File: config.mk
export PLATFORM = sky130hd
export DESIGN_NAME = memory_port_arbiter
export DESIGN_NICKNAME = d
export VERILOG_FILES = /design/src/rtl/mem_arb_pkg.sv /design/src/rtl/rr_arbiter.sv /design/src/rtl/memory_port_arbiter.sv
export SDC_FILE = /design/constraint.sdc
export NUM_CORES = 1
export LEC_CHECK = 0
export BUFFER_PORTS_ARGS = -buffer_cell sky130_fd_sc_hd__buf_4
export CAP_MARGIN = 40
export CORE_AREA = 8 8 86 88
export CTS_CLUSTER_SIZE = 30
export DETAILED_ROUTE_END_ITERATION = 16
export DIE_AREA = 0 0 94 96
export HOLD_SLACK_MARGIN = 0.02
export PLACE_DENSITY = 0.73
export SYNTH_ARGS = -nofsm -noshare
export SYNTH_HDL_FRONTEND = slang
export SYNTH_HIERARCHICAL = 1
export SYNTH_SLANG_ARGS = --single-unit
export TNS_END_PERCENT = 20
File: constraint.sdc
create_clock -name i_clk -period 5.7 [get_ports i_clk]
set_input_delay 0.285 -clock i_clk [delete_from_list [all_inputs] [get_ports i_clk]]
set_output_delay 0.285 -clock i_clk [all_outputs]
set_load 0.05 [all_outputs]
File: src/rtl/mem_arb_pkg.sv
// Shared types and helpers for the memory port arbiter.
package mem_arb_pkg;

    localparam int MAX_REQ  = 4;
    localparam int ID_WIDTH = $clog2(MAX_REQ);

    typedef logic [ID_WIDTH-1:0] req_id_t;

    // One stage of the in-flight read tracker.
    typedef struct packed {
        logic    valid;
        req_id_t id;
    } rsp_tag_t;

    // Successor of a requester id, wrapping at num_req.
    function automatic req_id_t next_id(input req_id_t id, input int num_req);
        if (int'(id) >= num_req - 1) begin
            return '0;
        end
        return id + req_id_t'(1);
    endfunction

endpackage

File: src/rtl/rr_arbiter.sv
// Round-robin pick among valid requesters, starting at the priority pointer.
module rr_arbiter
    import mem_arb_pkg::*;
#(
    parameter int NUM_REQ = 2
) (
    input  logic               i_clk,
    input  logic               i_reset,
    input  logic [NUM_REQ-1:0] i_req,
    input  logic               i_accept,
    output logic [NUM_REQ-1:0] o_grant,
    output req_id_t            o_grant_id
);

    req_id_t r_ptr;
    req_id_t w_cand;
    req_id_t w_id;
    logic    w_found;

    // Walk the candidates ptr, ptr+1, ... and take the first valid one.
    always_comb begin
        w_cand  = r_ptr;
        w_found = 1'b0;
        w_id    = '0;
        for (int k = 0; k < NUM_REQ; k++) begin
            for (int i = 0; i < NUM_REQ; i++) begin
                if (!w_found && i_req[i] && (req_id_t'(i) == w_cand)) begin
                    w_found = 1'b1;
                    w_id    = w_cand;
                end
            end
            w_cand = next_id(w_cand, NUM_REQ);
        end
    end

    // Expand the winning id into a one-hot grant.
    always_comb begin
        o_grant = '0;
        for (int i = 0; i < NUM_REQ; i++) begin
            o_grant[i] = w_found && (w_id == req_id_t'(i));
        end
    end

    assign o_grant_id = w_id;

    // Pointer moves past the winner only when an access is actually taken.
    always_ff @(posedge i_clk or posedge i_reset) begin
        if (i_reset) begin
            r_ptr <= '0;
        end else if (i_accept) begin
            r_ptr <= next_id(w_id, NUM_REQ);
        end
    end

endmodule

File: src/rtl/memory_port_arbiter.sv
// Shares one single-port synchronous memory among NUM_REQ requesters and
// routes read data back to the requester that issued the read.
module memory_port_arbiter
    import mem_arb_pkg::*;
#(
    parameter int DATA_WIDTH   = 32,
    parameter int ADDR_WIDTH   = 16,
    parameter int NUM_REQ      = 2,
    parameter int READ_LATENCY = 1
) (
    input  logic                                   i_clk,
    input  logic                                   i_reset,
    input  logic [NUM_REQ-1:0]                     i_req_valid,
    output logic [NUM_REQ-1:0]                     o_req_ready,
    input  logic [NUM_REQ-1:0][ADDR_WIDTH-1:0]     i_req_address,
    input  logic [NUM_REQ-1:0]                     i_req_write_enable,
    input  logic [NUM_REQ-1:0][DATA_WIDTH-1:0]     i_req_write_data,
    input  logic [NUM_REQ-1:0][DATA_WIDTH/8-1:0]   i_req_byte_enable,
    output logic [NUM_REQ-1:0]                     o_rsp_valid,
    output logic [DATA_WIDTH-1:0]                  o_rsp_data,
    input  logic [DATA_WIDTH-1:0]                  i_mem_read_data,
    output logic [DATA_WIDTH-1:0]                  o_mem_write_data,
    output logic [ADDR_WIDTH-1:0]                  o_mem_address,
    output logic                                   o_mem_write_enable,
    output logic [DATA_WIDTH/8-1:0]                o_mem_enable,
    output logic [DATA_WIDTH/8-1:0]                o_mem_byte_enable
);

    localparam int BE_WIDTH = DATA_WIDTH / 8;

    if (NUM_REQ < 2 || NUM_REQ > MAX_REQ) begin : g_bad_num_req
        $error("memory_port_arbiter: NUM_REQ must be 2..4");
    end
    if (READ_LATENCY < 1 || READ_LATENCY > 4) begin : g_bad_latency
        $error("memory_port_arbiter: READ_LATENCY must be 1..4");
    end
    if (DATA_WIDTH % 8 != 0) begin : g_bad_width
        $error("memory_port_arbiter: DATA_WIDTH must be a multiple of 8");
    end

    logic [NUM_REQ-1:0]    w_grant;
    logic [NUM_REQ-1:0]    w_ready;
    req_id_t               w_grant_id;
    logic                  w_accept;
    logic                  w_is_read;
    logic [ADDR_WIDTH-1:0] w_addr;
    logic [DATA_WIDTH-1:0] w_wdata;
    logic                  w_we;
    logic [BE_WIDTH-1:0]   w_be;
    rsp_tag_t              r_tag [READ_LATENCY];
    rsp_tag_t              w_last;

    rr_arbiter #(.NUM_REQ(NUM_REQ)) u_rr_arbiter (
        .i_clk      (i_clk),
        .i_reset    (i_reset),
        .i_req      (i_req_valid),
        .i_accept   (w_accept),
        .o_grant    (w_grant),
        .o_grant_id (w_grant_id)
    );

    // No grants are visible while reset is held.
    assign w_ready     = i_reset ? '0 : w_grant;
    assign w_accept    = |w_ready;
    assign o_req_ready = w_ready;

    // Payload mux: memory outputs mirror the granted requester, zero when idle.
    always_comb begin
        w_addr    = '0;
        w_wdata   = '0;
        w_we      = 1'b0;
        w_be      = '0;
        w_is_read = 1'b0;
        for (int i = 0; i < NUM_REQ; i++) begin
            if (w_ready[i]) begin
                w_addr    = i_req_address[i];
                w_wdata   = i_req_write_data[i];
                w_we      = i_req_write_enable[i];
                w_be      = i_req_byte_enable[i];
                w_is_read = ~i_req_write_enable[i];
            end
        end
    end

    assign o_mem_address      = w_addr;
    assign o_mem_write_data   = w_wdata;
    assign o_mem_write_enable = w_we;
    assign o_mem_byte_enable  = w_be;
    assign o_mem_enable       = w_be;

    // Tag pipeline tracks which requester owns the read data in flight.
    always_ff @(posedge i_clk or posedge i_reset) begin
        if (i_reset) begin
            for (int s = 0; s < READ_LATENCY; s++) begin
                r_tag[s] <= '0;
            end
        end else begin
            r_tag[0] <= '{valid: w_is_read, id: w_grant_id};
            for (int s = 1; s < READ_LATENCY; s++) begin
                r_tag[s] <= r_tag[s-1];
            end
        end
    end

    assign w_last     = r_tag[READ_LATENCY-1];
    assign o_rsp_data = w_last.valid ? i_mem_read_data : '0;

    // Route the response pulse to the owner of the returning read.
    always_comb begin
        o_rsp_valid = '0;
        for (int i = 0; i < NUM_REQ; i++) begin
            o_rsp_valid[i] = w_last.valid && (w_last.id == req_id_t'(i));
        end
    end

    // A waiting requester must keep its request and payload steady until granted.
    for (genvar g = 0; g < NUM_REQ; g++) begin : g_req_rules
        a_hold_request: assert property (@(posedge i_clk) disable iff (i_reset)
            (i_req_valid[g] && !w_ready[g]) |=>
                (i_req_valid[g] &&
                 $stable(i_req_address[g]) &&
                 $stable(i_req_write_enable[g]) &&
                 $stable(i_req_write_data[g]) &&
                 $stable(i_req_byte_enable[g])));
    end

endmodule

# ---- Word-level counts from Yosys, hierarchy flattened
# Cells that the tools add are included.
dict set report word_totals {
  reg_bits 5
  input_bits 142
  out_inout_bits 93
  elab_cells 59
}
dict set report classes {
  add_sub_neg 2
  order_cmp 2
  eq_ne 4
  n_mux 27
  bitwise_logic 2
  reduce_logical 19
}
# cell count
set ops {}
lappend ops {{2-to-1 mux 32 bit} 3}
lappend ops {{2-to-1 mux 16 bit} 2}
lappend ops {{2-to-1 mux 2 bit} 9}
lappend ops {{logical AND 1 bit} 11}
lappend ops {{2-to-1 mux 1 bit} 11}
lappend ops {{logical NOT 2 bit} 4}
lappend ops {{2-to-1 mux 4 bit} 2}
lappend ops {{adder 2 x 1 -> 2 bit, second input constant} 2}
lappend ops {{equality test 1 x 2 -> 1 bit, first input constant} 2}
lappend ops {{equality test 2 x 1 -> 1 bit, second input constant} 2}
lappend ops {{greater-or-equal comparator 2 x 1 -> 1 bit, second input constant} 2}
lappend ops {{logical NOT 1 bit} 3}
lappend ops {{inverter 1 bit} 2}
lappend ops {{OR reduction 2 bit} 1}

# ---- Depth between registers and ports, before layout
# Gate-level depths: netlist of the first run.
dict set report depth {
  depth_word 21
  depth_mapped 11
  depth_no_buf 9
}

# ---- Hierarchy
# Netlist of the first run, hierarchy kept.
# mod instances cells_each area_each_um2 seq_area_each_um2
set modules_own_cells {}
lappend modules_own_cells {memory_port_arbiter 1 235 1402.6 75.1}
lappend modules_own_cells {rr_arbiter 1 22 196.4 50.0}

# ---- Worst setup path after synthesis of the first run
# No wires, ideal clock.
dict set report synth_timing {
  path_kind {flip-flop to output port}
  startpoint {register u_rr_arbiter.r_ptr[0]}
  endpoint {output o_mem_enable[0]}
  arrival_time_ns 2.824
  required_ns 5.415
  path_slack_ns 2.591
  stages_incl_launch_ff 11
  path_buffers 3
  cell_sequence {dfrtp_1 > inv_1 > ha_1 > a22oi_2 > mux2i_1 > nor3b_1 > buf_6 > buf_6 > nand3b_1 > a21oi_1 > buf_4}
}
dict set report synth_between {
  elab_cells_between_ends 33
  classes_between {1 x add/sub; 1 x order compare; 3 x eq/ne; 13 x mux; 15 x reduce/logical}
}
# item line_no
set synth_rtl {}
lappend synth_rtl {{start: declaration} rr_arbiter.sv:15} ;# req_id_t r_ptr;
lappend synth_rtl {{start signal: assignment} rr_arbiter.sv:51} ;# r_ptr <= next_id(w_id, NUM_REQ);
lappend synth_rtl {{logical NOT 2 bit} rr_arbiter.sv:27} ;# if (!w_found && i_req[i] && (req_id_t'(i) == w_cand)) begin
lappend synth_rtl {{logical AND 1 bit} rr_arbiter.sv:27}
lappend synth_rtl {{2-to-1 mux 1 bit} rr_arbiter.sv:27}
lappend synth_rtl {{logical NOT 1 bit} rr_arbiter.sv:27}
lappend synth_rtl {{logical AND 1 bit (2 in a row)} rr_arbiter.sv:27}
lappend synth_rtl {{2-to-1 mux 1 bit} rr_arbiter.sv:27}
lappend synth_rtl {{logical NOT 1 bit} rr_arbiter.sv:27}
lappend synth_rtl {{logical AND 1 bit (2 in a row)} rr_arbiter.sv:27}
lappend synth_rtl {{[... 2 more ...]} n/a}
lappend synth_rtl {{logical AND 1 bit (2 in a row)} rr_arbiter.sv:27}
lappend synth_rtl {{2-to-1 mux 2 bit (*)} rr_arbiter.sv:27}
lappend synth_rtl {{net w_grant_id[1]} memory_port_arbiter.sv:43} ;# req_id_t w_grant_id;
lappend synth_rtl {{equality test 2 x 1 -> 1 bit (*)} rr_arbiter.sv:40} ;# o_grant[i] = w_found && (w_id == req_id_t'(i));
lappend synth_rtl {{logical AND 1 bit (*)} rr_arbiter.sv:40}
lappend synth_rtl {{net w_grant[1]} memory_port_arbiter.sv:41} ;# logic [NUM_REQ-1:0] w_grant;
lappend synth_rtl {{2-to-1 mux 2 bit (*)} memory_port_arbiter.sv:63} ;# assign w_ready = i_reset ? '0 : w_grant;
lappend synth_rtl {{2-to-1 mux 4 bit (*)} memory_port_arbiter.sv:75} ;# if (w_ready[i]) begin
lappend synth_rtl {{end: declaration} memory_port_arbiter.sv:25} ;# output logic [DATA_WIDTH/8-1:0] o_mem_enable,
# The timed path passes the listed nets; every way through them passes the cells marked *.

# ---- Worst setup path in the final report of the first run
dict set report layout_timing {
  startpoint {register u_rr_arbiter.r_ptr[0]}
  endpoint {output o_mem_enable[3]}
}
# The elaborated chain is that of the path after synthesis.

==> results of run 1 <==
registers in the layout (all words and copies together), names as in the netlist:
signal	flops
u_rr_arbiter/r_ptr	2
r_tag	3
power breakdown:
part           switching, W  internal [W]
clock network     0.0000179     0.0000480
registers         0.0000187     0.0000466
logic              0.000952      0.000472
total              0.000989      0.000567
worst max-delay path, delay by kind of cell (launching register included):
family | cells | cell delay [ns]
buf+inv | 3 | 0.64
mux | 1 | 0.40
simple gates | 2 | 0.32
compound gates | 2 | 0.49
fa+ha+maj | 1 | 0.23
flops | 1 | 0.36
worst paths after layout:
check	startpoint	endpoint
worst min register to register	u_rr_arbiter/r_ptr[1]	u_rr_arbiter/r_ptr[1]
max in group asynchronous	i_reset	r_tag[0]
worst min-delay path	i_reset	u_rr_arbiter/r_ptr[1]
min in group i_clk	i_req_write_enable[1]	r_tag[2]
worst max register to register	u_rr_arbiter/r_ptr[1]	u_rr_arbiter/r_ptr[0]
worst max-delay path	u_rr_arbiter/r_ptr[0]	o_mem_enable[3]
final cells by class:
class / instances / area (um^2)
inverters: 4 / 15.0
multi-input cells: 217 / 1260
fillers: 607 / 2770
repair buffers: 238 / 1790
flip-flops and latches: 5 / 125
clock buffers: 4 / 45.0
well taps: 77 / 96.3
synth_stat cells, drive strengths merged:
| master | number |
|---|---|
| a21oi | 53 |
| a22o | 1 |
| a22oi | 1 |
| and2 | 32 |
| and3b | 1 |
| buf | 26 |
| clkbuf | 5 |
| dfrtp | 5 |
| ha | 3 |
| inv | 4 |
| mux2i | 2 |
| nand2 | 53 |
| nand3b | 53 |
| nand4b | 1 |
| nor2 | 7 |
| nor2b | 2 |
| nor3 | 1 |
| nor3b | 2 |
| o211ai | 1 |
| o21a | 1 |
| o21ai | 1 |
| o22ai | 2 |
logic make-up (layout without fill, tap and decap cells):
group                      after synthesis  count (layout)  synth area share [%]
AOI/OAI and AO/OA                       60              60                  20.0
adders and majority gates                3               3                  2.35
buffers and inverters                   35             246                  14.0
DFF                                      5               5                  7.82
muxes                                    2               2                  1.25
and+or+nand+nor                        152             152                  54.6
routing by layer:
layer,up-vias,wire (um),track usage [%]
met5,-,0,0
met4,0,91,4.10
met3,7,1030,7.64
met2,149,4330,31.0
met1,1125,3110,17.4
li1,1287,-,-
per-stage QoR:
stage               power [W]  worst slack, ns  hold slack (ns)
global placement      0.00148             3.12            0.422
CTS                   0.00157             2.75            0.200
global route          0.00165             2.45            0.220
floorplan             0.00114             2.59           0.0262
finish                0.00156             2.72            0.172
detailed placement    0.00150             2.99            0.429
==> flow_metrics.tcl, run 1 <==
set metrics [dict create \
    antenna_found_initial 0 \
    syn_nets 402 \
    p_leak_nw 1.68 \
    dp_hpwl_um 6990 \
    avgSynthCellArea_um2 6.22 \
    reg2reg_slack_ns 3.20 \
    drc 0 \
    grt_pass1_vias 2514 \
    viasPerCell 4.71 \
    required_ns 5.41 \
    cts-htree-levels 1 \
    fmax_mhz 336 \
    crit_top_cell "buf_4" \
    cts.sinks 5 \
    coreArea_mm2 0.00610 \
    clock_latency_ns 0.22 \
    netlist_area_mm2 0.00160 \
    crit_path_max_incr_delay_ns 0.40 \
    peakVddDrop_v 0.000276 \
    root_buffer "clkbuf_8" \
    top_level_ports 235 \
    arrival_ns 2.69 \
    postSynthCellCount 257 \
    drv_cap 0 \
    placed_cells 541 \
    cp-start-kind "flop" \
    cp_cell_sequence "inv_1 > ha_1 > a22oi_2 > mux2i_1 > nor3b_2 > buf_4 > nand3b_1 > a21oi_1 > buf_4" \
    antennaDiodeCount 0 \
    first_pass_iters 6 \
    crit_fanout 70 \
    dr_total_vias 2568 \
    rsz0062_at_grt "false" \
    dieHeight_um 96 \
    totalWireLength_um 8560 \
    fin_crit_ns 2.98 \
    start_util_pct 26.2 \
    finalCritPeriodShare_pct 52.2 \
    layout-area-overhead-vs-synth_pct 108 \
    fin_util_pct 54.6 \
    wl_per_cell_um 15.7 \
    cts_setup_buffers 0 \
    yosys.area.top_type "nand3b_1" \
    grt_overflow_total 0 \
    final_cells 545 \
    cts_buffers 3 \
    synth_cell_types 24 \
    synth_top_area_share_pct 24.9 \
    grt_max_degree 71 \
    drtIter0Drc 80 \
    stdcell_area_mm2 0.00333 \
    gr-usage-all-layers_pct 17.0 \
    synth_area_leaders "nand3b_1, a21oi_1, and2_1" \
    dieArea_mm2 0.00902 \
    cts_hold_buf 0 \
    powerDensity_mw_per_mm2 467 \
    layout_common_cells "buf_4, nand2_1, nand3b_1, a21oi_1, and2_1" \
    finClkSkew_ns 0.00228 \
    tightest_slew_ns 0.685 \
    hold_viol_final 0 \
    cts_max_path_buffers 2 \
    clkTransAtPathRegs_ns 0.03 \
    cts_tree "done" \
    synth_seq_cells 5 \
    slew_violations 0 \
    cpMaxStageDelayCell "mux2i_1" \
    place.gp.congestion 0.783 \
    placed_area_mm2 0.00328 \
    drive_above_1_share_pct 52.1 \
    nets 614 \
    die_x_um 94 \
    cts-resized-gates 0 \
    path_class "reg -> out" \
    grt_pass1_wl_um 12500 \
    layout_commonest_cell "buf_4" \
    fin_tns_setup_ns 0 \
    status "completed" \
    yosys_warnings 6 \
    port_buffers 234 \
    cp-end-kind "output port" \
    seq_area_frac_synth_pct 7.82 \
    slew_headroom_pct 54.3 \
    rows 29 \
    r2r_cells 10 \
    finalSetupViolations 0 \
    min_path_type "in -> async" \
    ant_nets 0 \
]
Note: power is estimated with default switching activity, not from simulation.
==> run 2: changes to the inputs <==
--- a/config.mk
+++ b/config.mk
@@ -5,12 +5,13 @@
 export SDC_FILE = /design/constraint.sdc
 export NUM_CORES = 1
 export LEC_CHECK = 0
+export ABC_AREA = 1
 export BUFFER_PORTS_ARGS = -buffer_cell sky130_fd_sc_hd__buf_4
 export CAP_MARGIN = 40
-export CORE_AREA = 8 8 86 88
+export CORE_AREA = 8 8 85 87
 export CTS_CLUSTER_SIZE = 30
 export DETAILED_ROUTE_END_ITERATION = 16
-export DIE_AREA = 0 0 94 96
+export DIE_AREA = 0 0 93 95
 export HOLD_SLACK_MARGIN = 0.02
 export PLACE_DENSITY = 0.73
 export SYNTH_ARGS = -nofsm -noshare
==> constraint.sdc (replaced) <==
create_clock -name i_clk -period 3 [get_ports i_clk]
set_input_delay 0.15 -clock i_clk [delete_from_list [all_inputs] [get_ports i_clk]]
set_output_delay 0.15 -clock i_clk [all_outputs]
set_load 0.05 [all_outputs]
==> run 2 against run 1 <==
- count of clock-buffer cells in the layout unchanged
- first-iteration DRC count decreased by 45%
- design area decreased by 3.3%
==> flow_metrics.tcl, run 2 <==
set metrics [dict create \
    synth.area.mux_share_pct 0 \
    reg.largest.list "r_tag x3, u_rr_arbiter/r_ptr x2" \
    placed_area_mm2 0.00316 \
    postSynthCellCount 296 \
    ys_dominant_reg_cell "dfrtp_1" \
    synth_compound_area_share_pct 0.677 \
    cpMaxStageDelayCell "buf_4" \
    slew_headroom_pct 64.2 \
    synth_top_family_by_area "simple AND/OR/NAND/NOR gates" \
    layout-area-overhead-vs-synth_pct 118 \
    cts_tree "done" \
    cts_buffers 3 \
    first_pass_iters 5 \
    yosys.area.top_type "nand2_1" \
    p_leak_nw 2.20 \
    slew_violations 0 \
    layout_commonest_cell "buf_4" \
    drc 0 \
    largest_register "r_tag" \
    rsz0062_at_grt "false" \
    antennaDiodeCount 0 \
    rows 28 \
    drv_cap 0 \
    crit_buf_inv 5 \
    synth-adder-area-share_pct 2.54 \
    synthSimpleGateAreaFrac_pct 63.8 \
    clkTransAtPathRegs_ns 0.03 \
    antenna_found_initial 0 \
    multi_input_area_um2 991 \
    viasPerCell 4.37 \
    grt_pass1_wl_um 12400 \
    drtIter0Drc 44 \
    synth_seq_cells 5 \
    stdcell_area_mm2 0.00322 \
    top_level_ports 235 \
    synth_cell_types 22 \
    cp-end-kind "output port" \
    drive_above_1_share_pct 50.5 \
    synth-edff-count 0 \
    cts-htree-levels 1 \
    largest_reg_flops 3 \
    synth_common_cells "nand2_1, nand3_1, inv_1, nand2_2, buf_6" \
    cp.depth 13 \
    path_class "reg -> out" \
    synth_top_area_share_pct 35.5 \
    reg2reg_slack_ns 0.97 \
    crit_end "o_mem_enable[3]" \
    min_path_type "in -> reg" \
    crit_path_max_incr_delay_ns 0.44 \
    seq_area_um2 125 \
    cts_hold_buf 1 \
    nets 661 \
    coreArea_mm2 0.00582 \
    seq_area_frac_synth_pct 8.46 \
    netlist_area_mm2 0.00148 \
    finClkSkew_ns 0.000862 \
    dp_hpwl_um 7190 \
    clock_latency_ns 0.22 \
    dieHeight_um 95 \
    die_x_um 93 \
    path_delay_family "buffers and inverters" \
    grt_overflow_total 0 \
    cp_cell_sequence "inv_1 > ha_1 > nand2_1 > inv_1 > nand3_1 > nand2_2 > nor3_2 > inv_1 > nor2_4 > buf_4 > nand3_1 > nand2_1 > buf_4" \
    fin_crit_ns 2.59 \
    cp-start-kind "flop" \
    n_fill_cell 577 \
    ant_nets 0 \
    status "completed" \
    grt_max_degree 56 \
    powerDensity_mw_per_mm2 1020 \
    place.gp.congestion 0.914 \
    cts-resized-gates 0 \
    arrival_ns 2.44 \
    cts_setup_buffers 0 \
    port_buffers 234 \
    wl_per_cell_um 14.3 \
    required_ns 2.85 \
    root_buffer "clkbuf_8" \
    grt_pass1_vias 2537 \
    totalWireLength_um 8440 \
    synth_most_common_cell "nand2_1" \
    yosys_warnings 6 \
    async_reset_ff_share_pct 100 \
    dieArea_mm2 0.00884 \
    cp-startpoint "u_rr_arbiter/r_ptr[0]" \
    hold_viol_final 0 \
    peakVddDrop_v 0.000630 \
    layout_common_cells "buf_4, nand2_1, nand3_1, inv_1, nand2_2" \
    r2r-end "r_tag[2]" \
    crit_fanout 55 \
    gr-usage-all-layers_pct 17.3 \
    finalCritPeriodShare_pct 86.5 \
    cts_max_path_buffers 2 \
    fin_tns_setup_ns 0 \
    fmax_mhz 386 \
    tightest_slew_ns 0.537 \
    syn_nets 441 \
    r2r-start "u_rr_arbiter/r_ptr[0]" \
    dr_total_vias 2581 \
    synth_xor_area_share_pct 0 \
    synth_area_leaders "nand2_1, nand3_1, inv_1" \
    r2r_cells 12 \
    start_util_pct 25.4 \
    power_w 0.00330 \
    crit_top_cell "inv_1" \
    avgSynthCellArea_um2 5.00 \
    finalSetupViolations 0 \
    cts.sinks 5 \
]
run 2: changes by cell type in the layout (fill, tap and decap cells not counted), moves of 2 or more:
cell and change:
and2_1 -32, mux2i_1 -2, inv_1 +37, nand2_1 +87, nor2_1 -3, o22ai_1 -2
nand3b_1 -53, nor2b_1 -2, nand3_1 +55, a21oi_1 -52, inv_2 +3, nand2_2 +13
run 2: layer usage:
| metal | up-vias | track usage, % | routed length [um] |
|---|---|---|---|
| li1 | 1324 | - | - |
| met1 | 1099 | 17.5 | 2950 |
| met2 | 152 | 32.4 | 4370 |
| met3 | 6 | 7.14 | 1040 |
| met4 | 0 | 3.62 | 76 |
| met5 | - | 0 | 0 |
run 2: worst min-delay path, cell delays in order:
cell and delay [ns]:
buf_4 0.08, inv_1 0.03, nand2_1 0.05, nand2_1 0.05
run 2: final cells by class:
class                           count  area share [%]
Timing Repair Buffer              238            55.6
Multi-Input combinational cell    223            30.8
Inverter                           45            5.40
Sequential cell                     5            3.89
Tap cell                           75            2.92
Clock buffer                        4            1.40
run 2: cell families after synthesis:
group / Yosys count
adders and majority gates: 3
AOI/OAI and AO/OA: 2
buffers and inverters: 68
DFF: 5
and+or+nand+nor: 218
run 2: stage by stage:
step	hold slack, ns	cells	util [%]	setup WS, ns
floorplan	-0.109	296	-	0.660
finish	0.179	590	55.3	0.406
detailed placement	0.0570	585	54.4	0.630
CTS	0.180	590	55.3	0.378
global placement	0.0508	585	54.4	0.704
global route	0.239	590	55.3	0.125
run 2: where the power goes:
part | switching (W) | total (W) | leakage (nW) | internal [W]
Combinational | 0.00223 | 0.00307 | 2.11 | 0.000844
Sequential | 0.0000125 | 0.000102 | 0.0658 | 0.0000894
Clock | 0.0000323 | 0.000123 | 0.0228 | 0.0000911
run 2: how the worst min path moves through the flow:
stage,start,to,slack (ns),depth (start not counted)
6_report,i_req_write_enable[1],r_tag[2],0.18,4
5_1_grt,i_req_write_enable[1],r_tag[2],0.24,4
4_1_cts,i_req_write_enable[1],r_tag[2],0.18,4
3_5_place_dp,i_reset,u_rr_arbiter/r_ptr[1],0.06,2
3_3_place_gp,i_reset,u_rr_arbiter/r_ptr[0],0.05,2
2_1_floorplan,i_reset,u_rr_arbiter/r_ptr[0],-0.11,1
